===== src/rtl/serial_adder_pkg.sv =====
// Shared definitions for the bit-serial adder: state encoding and default width.
package serial_adder_pkg;

  localparam int unsigned DEFAULT_WIDTH = 8;

  typedef enum logic [1:0] {
    IDLE = 2'd0,
    RUN  = 2'd1,
    DONE = 2'd2
  } state_e;

endpackage


===== src/rtl/serial_adder_full_adder.sv =====
// Single-bit combinational full adder used as the serial adder's bit slice.
module full_adder (
  input  logic a,
  input  logic b,
  input  logic cin,
  output logic sum,
  output logic cout
);

  // Sum and carry of one bit pair plus incoming carry.
  always_comb begin
    sum  = a ^ b ^ cin;
    cout = (a & b) | (a & cin) | (b & cin);
  end

endmodule


===== src/rtl/serial_adder.sv =====
// Bit-serial adder: latches two operands and a carry-in on start, then adds
// one bit pair per clock LSB-first through a single full adder. The result is
// valid while done pulses and is held until the next accepted start.
module serial_adder
  import serial_adder_pkg::*;
#(
  parameter int unsigned WIDTH = DEFAULT_WIDTH
) (
  input  logic             clk,
  input  logic             rst_n,
  input  logic             start,
  input  logic [WIDTH-1:0] a,
  input  logic [WIDTH-1:0] b,
  input  logic             cin,
  output logic             busy,
  output logic             done,
  output logic [WIDTH-1:0] sum,
  output logic             cout
);

  localparam int unsigned CW = $clog2(WIDTH + 1);
  localparam logic [CW-1:0] LAST_BIT = CW'(WIDTH - 1);

  state_e           state_q, state_d;
  logic [WIDTH-1:0] a_q, a_d;
  logic [WIDTH-1:0] b_q, b_d;
  logic [WIDTH-1:0] sum_q, sum_d;
  logic             carry_q, carry_d;
  logic [CW-1:0]    cnt_q, cnt_d;
  logic             fa_sum;
  logic             fa_cout;

  full_adder u_fa (
    .a    (a_q[0]),
    .b    (b_q[0]),
    .cin  (carry_q),
    .sum  (fa_sum),
    .cout (fa_cout)
  );

  // Next-state, operand shifting and result accumulation.
  always_comb begin
    state_d = state_q;
    a_d     = a_q;
    b_d     = b_q;
    sum_d   = sum_q;
    carry_d = carry_q;
    cnt_d   = cnt_q;
    case (state_q)
      IDLE, DONE: begin
        if (start) begin
          a_d     = a;
          b_d     = b;
          carry_d = cin;
          cnt_d   = '0;
          state_d = RUN;
        end else if (state_q == DONE) begin
          state_d = IDLE;
        end
      end
      RUN: begin
        a_d     = a_q >> 1;
        b_d     = b_q >> 1;
        // Each new bit enters at the MSB; after WIDTH shifts bit 0 sits at the LSB.
        sum_d   = {fa_sum, sum_q[WIDTH-1:1]};
        carry_d = fa_cout;
        cnt_d   = cnt_q + CW'(1);
        if (cnt_q == LAST_BIT) begin
          state_d = DONE;
        end
      end
      default: state_d = IDLE;
    endcase
  end

  // State and datapath registers with asynchronous active-low clear.
  always_ff @(posedge clk or negedge rst_n) begin
    if (!rst_n) begin
      state_q <= IDLE;
      a_q     <= '0;
      b_q     <= '0;
      sum_q   <= '0;
      carry_q <= 1'b0;
      cnt_q   <= '0;
    end else begin
      state_q <= state_d;
      a_q     <= a_d;
      b_q     <= b_d;
      sum_q   <= sum_d;
      carry_q <= carry_d;
      cnt_q   <= cnt_d;
    end
  end

  // Status decoded from the registered state; outputs come straight from flops.
  always_comb begin
    busy = (state_q == RUN);
    done = (state_q == DONE);
    sum  = sum_q;
    cout = carry_q;
  end

endmodule


===== config.mk =====
export PLATFORM = sky130hd
export DESIGN_NAME = serial_adder
export DESIGN_NICKNAME = d
export VERILOG_FILES = /design/src/rtl/serial_adder_pkg.sv /design/src/rtl/serial_adder_full_adder.sv /design/src/rtl/serial_adder.sv
export SDC_FILE = /design/constraint.sdc
export NUM_CORES = 1
export LEC_CHECK = 0
export CAP_MARGIN = 20
export CORE_ASPECT_RATIO = 0.8
export CORE_MARGIN = 2
export CORE_UTILIZATION = 36
export CTS_CLUSTER_DIAMETER = 30
export DETAILED_ROUTE_END_ITERATION = 12
export DONT_BUFFER_PORTS = 1
export RECOVER_POWER = 50
export SETUP_SLACK_MARGIN = 0.2
export SYNTH_ARGS = -nofsm -noshare
export SYNTH_HDL_FRONTEND = slang
export SYNTH_SLANG_ARGS = --single-unit

===== constraint.sdc =====
create_clock -name clk -period 1.7 [get_ports clk]
set_clock_uncertainty 0.15 [all_clocks]
set_input_delay 0.255 -clock clk [delete_from_list [all_inputs] [get_ports clk]]
set_output_delay 0.255 -clock clk [all_outputs]
set_load 0.03 [all_outputs]

==> qor.yml, run 1 <==
power_and_ir_drop:
  p_clk_share_pct: 20.5
  p_seq_share_pct: 42.2
  p_sw_share_pct: 35.4
  p_int_mw: 2.33
  peakVddDrop_mv: 0.901
  power_density_nw_per_um2: 2260
  switching_power_mw: 1.28
  leakagePower_nw: 0.815
  total_power_mw: 3.61
  p_comb_share_pct: 37.3
synth:
  synth_area_leader_cell: "dfrtp_1"
  syn_inst: 99
  ys_types: 21
  synth_area_leaders: "dfrtp_1 57%, a22o_1 11%, a21o_1 7.7%, mux2_2 7.4%, buf_6 2.5%"
  ys_seq_area_share_pct: 57.0
  ys_ff_latch: 31
  ys.warnings.count: 0
  yosysTopAreaCellShare_pct: 57.0
  syn_area_per_cell_um2: 13.8
  synth_nets: 121
  synth.cell_area_um2: 1360
cts:
  clkSinkCount: 31
  cts_max_path_buffers: 2
  cts_resized: 0
  cts_tree: "done"
  cts_buffers: 5
  cts_root_buf: "clkbuf_8"
  clk_pin_slew_ns: 0.07
  htreeDepth: 2
  clock_latency_ns: 0.27
job:
  max_cap_viol_count: 0
worst_setup_path:
  arrival_ns: 1.50
  cp_max_fo: 10
  crit_type: "reg -> reg"
  critPathSlowestCell: "dfrtp_1"
  start_kind: "flop"
  reg2regPathDepth: 5
  worstPathCellList: "nor2b_4 -> buf_4 -> clkbuf_16 -> a22o_1 -> a21o_1"
  critPathMaxStageDelay_ns: 0.40
  worstPathRequired_ns: 1.72
  crit_family: "flip-flops"
  end_kind: "flop"
  reg2reg_to: "b_q[5]"
  critPathBufInv: 2
  r2r-start: "state_q[0]"
  r2r_setup_slack_ns: 0.22
detailed_routing:
  dr.pass1.iters: 4
  met2_length_um: 1100
  drc: 0
  num_vias: 851
  avgRoutedWirePerCell_um: 15.4
  routed_wl_um: 2380
  vias_per_cell: 5.49
  wl_met3_um: 154
  wirelength_met1_um: 1100
  drt_iter0_markers: 6
  routed.top_layer: "met4"
  drtAntennaViolNets: 0
timing:
  timing.setup.tns_ns: 0
  setup_viol: 0
  timing.final.crit_share_pct: 87.3
  finalCriticalPeriod_ns: 1.48
  slew_headroom_pct: 48.7
  drv_slew: 0
  max_clock_freq_mhz: 674
  tightestPinTransition_ns: 0.770
  hold_viol: 0
  rsz0062_at_grt: "yes"
finish:
  fin_util_pct: 45.4
  multi_input_area_um2: 517
  layout-drive-gt1-share_pct: 26.5
  fillers: 335
  area_delta_synth_final_pct: 17.3
  fin_area_um2: 1600
  fin_nets: 134
  seqCellArea_um2: 777
  diodes: 0
global_route:
  grt_use_total_pct: 12.2
  grt_pass1_wl_um: 3970
  overflow: 0
  antenna_found_initial: 0
  grt_pass1_vias: 843
  grt_max_degree: 32
status:
  status: "finished, final reports clean"
floorplanning:
  ioPinCount: 31
  chipHeight_um: 59
  num_rows: 19
  fp.dieW_um: 72.8
  die_area_um2: 4290
  initial_utilization_pct: 38.7
  core_um2: 3520
place:
  postPlaceCellArea_um2: 1400
  dpl.hpwl_um: 1590
  gp_congestion: 0.711
  portBuffers: 0
min_path:
  hold_start: "a[4]"
  whs_endpoint: "a_q[4]"
  hp-class: "in -> reg"
  holdPathStages: 2
power by group through the flow:
stage	clock network [mW]	registers, mW	logic, mW
2_1_floorplan	0	1.50	1.08
3_3_place_gp	0	1.53	1.17
3_5_place_dp	0	1.55	1.21
4_1_cts	0.762	1.53	1.25
5_1_grt	0.803	1.58	1.47
6_report	0.739	1.53	1.35
sequential cells by signal, summed over array words and instances (netlist names):
name / count
b_q: 8
cout: 1
state_q: 2
a_q: 8
cnt_q: 4
sum: 8
timing repair:
| action | in CTS | in global routing |
|---|---|---|
| endpoints found under the setup margin | 1 | 2 |
| gates cloned | 0 | 1 |
| buffers inserted | 1 | 2 |
| hold buffers | 4 | 0 |
| hold endpoints to repair | 33 | 0 |
worst register-to-register path: stages, from the launching register on:
cell and delay [ns]:
dfrtp_1 0.40, nor2b_4 0.16, buf_4 0.14, clkbuf_16 0.15, a22o_1 0.23, a21o_1 0.15
kinds of logic (layout without fill, tap and decap cells):
| family | after synthesis | in the layout | share of synthesized area (%) |
|---|---|---|---|
| XOR/XNOR | 1 | 1 | 0.643 |
| multiplexers | 12 | 12 | 9.65 |
| flip-flops | 31 | 31 | 57.0 |
| adder cells (fa/ha/maj) | 2 | 2 | 2.39 |
| AO/OA/AOI/OAI | 33 | 33 | 19.4 |
| AND/OR/NAND/NOR | 13 | 13 | 5.88 |
| buffers and inverters | 7 | 21 | 5.05 |
synth_stat cells, drive strengths merged:
cell type / number
buf: 7
xnor2: 1
mux2i: 3
dfrtp: 31
ha: 1
o21ai: 2
nor2: 2
nand4: 1
fa: 1
nand2: 5
a22o: 17
a21o: 14
nand2b: 1
nor3b: 1
mux2: 9
nor2b: 3
metrics by stage:
| step | cells | hold slack [ns] | worst slack, ns |
|---|---|---|---|
| after floorplan | 99 | -0.191 | 0.229 |
| after global placement | 139 | -0.189 | 0.277 |
| after detailed placement | 139 | -0.190 | 0.229 |
| after CTS | 152 | 0.0244 | 0.195 |
| after global routing | 155 | 0.0334 | 0.173 |
| final | 155 | 0.0329 | 0.216 |
layout by cell type, fill, tap and decap left out, types with 2 or more instances in the layout:
master / instances
buf_4: 7
clkbuf_8: 6
a21o_1: 14
mux2i_1: 3
nand2_1: 5
nor2b_1: 2
o21ai_0: 2
dlygate4sd3_1: 3
dfrtp_1: 30
a22o_1: 17
mux2_2: 9
metal layers:
metal	vias to the layer above	global-route usage, %
met5	-	0
li1	389	-
met4	0	3.97
met3	4	5.27
met1	433	15.5
met2	25	19.1
worst max path at each step:
stage               cells past startpoint     end  slack, ns  startpoint
finish                                  5  b_q[5]       0.22  state_q[0]
global route                            2    busy       0.17  state_q[0]
CTS                                     2    busy       0.19  state_q[0]
detailed placement                      3  sum[3]       0.23  state_q[0]
global placement                        3  sum[0]       0.28  state_q[0]
floorplan                               2  sum[7]       0.23        cout
layout make-up:
class	instances	share of cell area, %
repair buffers	13	8.31
multi-input cells	61	32.4
clock buffers	6	5.17
flip-flops and latches	31	48.7
clock inverters	2	2.19
well taps	42	3.29
No activity file was read; power rests on OpenSTA's default activity.
==> run 2: changes to the inputs <==
--- a/config.mk
+++ b/config.mk
@@ -5,6 +5,7 @@
 export SDC_FILE = /design/constraint.sdc
 export NUM_CORES = 1
 export LEC_CHECK = 0
+export ABC_CLOCK_PERIOD_IN_PS = 1700
 export CAP_MARGIN = 20
 export CORE_ASPECT_RATIO = 0.8
 export CORE_MARGIN = 2
@@ -16,4 +17,5 @@
 export SETUP_SLACK_MARGIN = 0.2
 export SYNTH_ARGS = -nofsm -noshare
 export SYNTH_HDL_FRONTEND = slang
+export SYNTH_HIERARCHICAL = 1
 export SYNTH_SLANG_ARGS = --single-unit
==> qor.yml, run 2 <==
worst_setup_path:
  worstPathRequired_ns: 1.72
  crit_family: "flip-flops"
  start_kind: "flop"
  crit_type: "reg -> reg"
  worstPathCellList: "fa_1 -> mux2_2"
  end_kind: "flop"
  critPathMaxStageDelay_ns: 0.55
  critPathBufInv: 0
  arrival_ns: 1.56
  critPathSlowestCell: "dfrtp_1"
  cp_max_fo: 3
job:
  max_cap_viol_count: 0
cts:
  clkSinkCount: 31
  clk_pin_slew_ns: 0.06
  cts_resized: 0
  cts_buffers: 5
  clock_latency_ns: 0.28
  htreeDepth: 2
  cts_max_path_buffers: 2
  cts_tree: "done"
  cts_root_buf: "clkbuf_8"
status:
  status: "finished, final reports clean"
power_and_ir_drop:
  leakagePower_nw: 0.857
  peakVddDrop_mv: 1.01
  total_power_mw: 3.80
  power_density_nw_per_um2: 2270
timing:
  timing.setup.tns_ns: 0
  finalWorstSetupSlack_ns: 0.157
  rsz0062_at_grt: "yes"
  hold_viol: 0
  setup_viol: 0
  timing.final.crit_share_pct: 90.8
  finalCriticalPeriod_ns: 1.54
  tightestPinTransition_ns: 0.750
  drv_slew: 0
  max_clock_freq_mhz: 648
  slew_headroom_pct: 50.0
finish:
  area_delta_synth_final_pct: 23.1
  layout-drive-gt1-share_pct: 27.6
  fin_nets: 138
  mostFrequentLayoutCell: "dfrtp_1"
  seqCellArea_um2: 776
  diodes: 0
  fin_area_um2: 1680
  final_cell_mix: "31 x dfrtp_1, 17 x a22o_1, 14 x a21o_1"
  fillers: 315
  multi_input_area_um2: 517
detailed_routing:
  routed_wl_um: 2630
  wirelength_met1_um: 1140
  wl_met3_um: 138
  drtAntennaViolNets: 0
  avgRoutedWirePerCell_um: 16.6
  drt_iter0_markers: 19
  met2_length_um: 1320
  num_vias: 876
  vias_per_cell: 5.54
  routed.top_layer: "met4"
  drc: 0
  dr.pass1.iters: 4
synth:
  yosys.cell_count.top_type: "dfrtp_1"
  syn_inst: 99
  ys.flop_type: "dfrtp_1"
  ys_seq_area_share_pct: 57.0
  synth.cell_area_um2: 1360
  synth_nets: 121
  synth_area_leader_cell: "dfrtp_1"
  ys_types: 21
  yosysTopAreaCellShare_pct: 57.0
  synthArstFlopShare_pct: 100
  syn_area_per_cell_um2: 13.8
  ys_ff_latch: 31
  ys.warnings.count: 6
  synth_area_leaders: "dfrtp_1 57%, a22o_1 11%, a21o_1 7.7%, mux2_2 7.4%, buf_6 2.5%"
  synth_edf_count: 0
  synthTopCellsByCount: "31 x dfrtp_1, 17 x a22o_1, 14 x a21o_1, 9 x mux2_2, 5 x nand2_1"
global_route:
  antenna_found_initial: 0
  grt_use_total_pct: 13.4
  grt_pass1_vias: 894
  grt_pass1_wl_um: 4220
  overflow: 0
  grt_max_degree: 32
place:
  gp_congestion: 0.680
  dpl_worst_slack_ns: 0.217
  dpl.hpwl_um: 1700
  postPlaceCellArea_um2: 1410
  portBuffers: 0
floorplanning:
  fp.dieW_um: 72.8
  ioPinCount: 31
  initial_utilization_pct: 38.7
  core_um2: 3520
  die_area_um2: 4290
  chipHeight_um: 59
  num_rows: 19
min_path:
  hp-class: "in -> reg"
## run 2: cell count changes in the layout (fill, tap and decap cells not counted), sizes merged
cell,before,now
clkbuf,8,9
buf,8,10
bufinv,1,0
bufbuf,0,1
## run 2: worst reg2reg max path, cell delays in order (launching register included)
cell and delay, ns:
dfrtp_1 0.55, fa_1 0.47, mux2_2 0.26
## run 2: repair_timing
action / CTS / global route
setup endpoints to repair: 1 / 26
pin swaps: 0 / 17
hold buffers: 4 / 0
hold endpoints to repair: 33 / 0
gates cloned: 1 / 2
setup buffers: 2 / 3
## run 2: cells by family (layout without fill, tap and decap cells)
family	count (synthesis)	in the layout	share of synthesized area, %
buf+inv	7	24	5.05
mux	12	12	9.65
simple gates	13	13	5.88
flops	31	31	57.0
fa+ha+maj	2	2	2.39
compound gates	33	33	19.4
xor+xnor	1	1	0.643
## run 2: power breakdown
group | switching [mW] | internal (mW)
combinational | 0.635 | 1.04
clock | 0.258 | 0.317
sequential | 0.461 | 1.09
## run 2: cell type report
class,count,area share [%]
Clock buffer,6,4.93
Clock inverter,1,0.299
Multi-Input combinational cell,61,30.8
Sequential cell,31,46.3
Tap cell,42,3.14
Timing Repair Buffer,17,14.5
## run 2: worst paths after layout
path	start	endpoint	slack, ns	cells past startpoint
setup / recovery	cout	sum[7]	0.16	2
hold / removal	a[0]	a_q[0]	0.03	2
setup reg to reg	cout	sum[7]	0.16	2
hold reg to reg	b_q[2]	b_q[2]	0.33	1
max in group asynchronous	rst_n	sum[2]	0.49	2
min in group asynchronous	rst_n	b_q[2]	0.43	2
## run 2: routing by layer
metal  global-route usage, %  vias up
li1                        -      395
met1                    15.3      450
met2                    22.9       27
met3                    5.27        4
met4                    5.29        0
met5                       0        -
## run 2: through the flow
step                      util [%]  hold WS [ns]  instances
after global routing          47.6        0.0246        158
final                         47.6        0.0341        158
after global placement        40.0        -0.190        139
after CTS                     45.3        0.0250        153
after detailed placement      40.0        -0.190        139
after floorplan                  -        -0.191         99
==> run 3: changes to the inputs <==
--- a/config.mk
+++ b/config.mk
@@ -14,7 +14,7 @@
 export DETAILED_ROUTE_END_ITERATION = 12
 export DONT_BUFFER_PORTS = 1
 export RECOVER_POWER = 50
-export SETUP_SLACK_MARGIN = 0.2
+export SKIP_CTS_REPAIR_TIMING = 1
 export SYNTH_ARGS = -nofsm -noshare
 export SYNTH_HDL_FRONTEND = slang
 export SYNTH_HIERARCHICAL = 1
==> qor.yml, run 3 (synthesized netlist as in run 2, its figures left out) <==
status:
  status: "finished, final reports clean"
finish:
  final_cells: 154
  fillers: 328
  fin_area_um2: 1550
  diodes: 0
  mostFrequentLayoutCell: "dfrtp_1"
  area_delta_synth_final_pct: 14.1
  fin_util_pct: 44.1
  layout-drive-gt1-share_pct: 24.1
  final_cell_mix: "31 x dfrtp_1, 17 x a22o_1, 14 x a21o_1"
  fin_nets: 133
detailed_routing:
  avgRoutedWirePerCell_um: 15.8
  routed_wl_um: 2430
  drc: 0
  drtAntennaViolNets: 0
  dr.pass1.iters: 4
  num_vias: 830
  drt_iter0_markers: 17
  vias_per_cell: 5.39
floorplanning:
  fp.dieW_um: 72.8
  core_um2: 3520
  initial_utilization_pct: 38.7
  chipHeight_um: 59
  num_rows: 19
  die_area_um2: 4290
  ioPinCount: 31
power_and_ir_drop:
  power_density_nw_per_um2: 2210
  p_int_mw: 2.17
  p_clk_share_pct: 18.2
  leakagePower_nw: 0.794
  total_power_mw: 3.43
  p_comb_share_pct: 37.1
  p_sw_share_pct: 36.8
  peakVddDrop_mv: 0.775
  p_seq_share_pct: 44.7
  switching_power_mw: 1.26
timing:
  hold_viol: 0
  finalWorstSetupSlack_ns: 0.131
  setup_viol: 0
  rsz0062_at_grt: "no"
  slew_headroom_pct: 49.5
  tightestPinTransition_ns: 0.758
  max_clock_freq_mhz: 637
  finalCriticalPeriod_ns: 1.57
  timing.final.crit_share_pct: 92.3
  drv_slew: 0
place:
  portBuffers: 0
  postPlaceCellArea_um2: 1400
  dpl.hpwl_um: 1680
  gp_congestion: 0.708
  place_inst: 140
  dpl_worst_slack_ns: 0.181
worst_setup_path:
  end_kind: "flop"
  r2r_setup_slack_ns: 0.13
  crit_type: "reg -> reg"
  reg2regPathDepth: 5
  reg2reg_to: "cnt_q[1]"
  cp_max_fo: 17
  start_kind: "flop"
  arrival_ns: 1.63
  r2r-start: "state_q[0]"
  worstPathRequired_ns: 1.76
global_route:
  overflow: 0
  grt_pass1_vias: 833
  grt_max_degree: 32
  grt_use_total_pct: 12.1
  grt_pass1_wl_um: 3860
  antenna_found_initial: 0
cts:
  cts_root_buf: "clkbuf_8"
  cts_buffers: 5
  clock_latency_ns: 0.28
  cts_max_path_buffers: 2
  clk_pin_slew_ns: 0.06
  cts_tree: "done"
  clkSinkCount: 31
  htreeDepth: 2
min_path:
  whs_endpoint: "state_q[0]"
  hp-class: "in -> reg"
  hold_start: "start"
  holdPathStages: 2
job:
  max_cap_viol_count: 0
[run 3: power groups by stage]
stage | registers, mW | clock network, mW | logic [mW]
final | 1.53 | 0.623 | 1.27
after global routing | 1.58 | 0.678 | 1.40
after global placement | 1.53 | 0 | 1.18
after detailed placement | 1.55 | 0 | 1.23
after floorplan | 1.50 | 0 | 1.08
after CTS | 1.53 | 0.644 | 1.23
[run 3: worst max-delay path, stage by stage, from the launching register on]
cell,delay [ns]
dfrtp_1,0.41
nor2b_4,0.15
buf_4,0.15
buf_12,0.14
nor2_4,0.33
a22o_1,0.18
[run 3: worst max-delay path by stage]
| stage | from | to | slack, ns | cells past startpoint |
|---|---|---|---|---|
| CTS | state_q[0] | busy | -0.01 | 2 |
| floorplan | cout | sum[7] | 0.20 | 2 |
| global route | state_q[0] | b_q[1] | 0.06 | 5 |
| global placement | state_q[0] | cnt_q[3] | 0.25 | 4 |
| detailed placement | state_q[0] | cnt_q[2] | 0.18 | 3 |
| finish | state_q[0] | cnt_q[1] | 0.13 | 5 |
[run 3: metal layers]
| layer | up-vias | part of all wire (%) | track usage, % |
|---|---|---|---|
| met5 | - | 0 | 0 |
| met4 | 0 | 0.99 | 4.76 |
| met3 | 3 | 6.1 | 5.61 |
| met2 | 26 | 50 | 19.4 |
| met1 | 416 | 43 | 14.2 |
| li1 | 385 | - | - |
[run 3: final cells by class]
cell class	count	area, um^2	area share [%]
clock buffers	8	100	6.45
multi-input cells	61	517	33.3
flip-flops and latches	31	776	50.0
well taps	42	52.6	3.38
repair buffers	12	108	6.93
[run 3: metrics by stage]
stage	TNS [ns]	hold slack [ns]
after floorplan	0	-0.191
after detailed placement	0	-0.189
after global placement	0	-0.189
after CTS	-0.0114	-0.493
after global routing	0	0.0263
final	0	0.0257
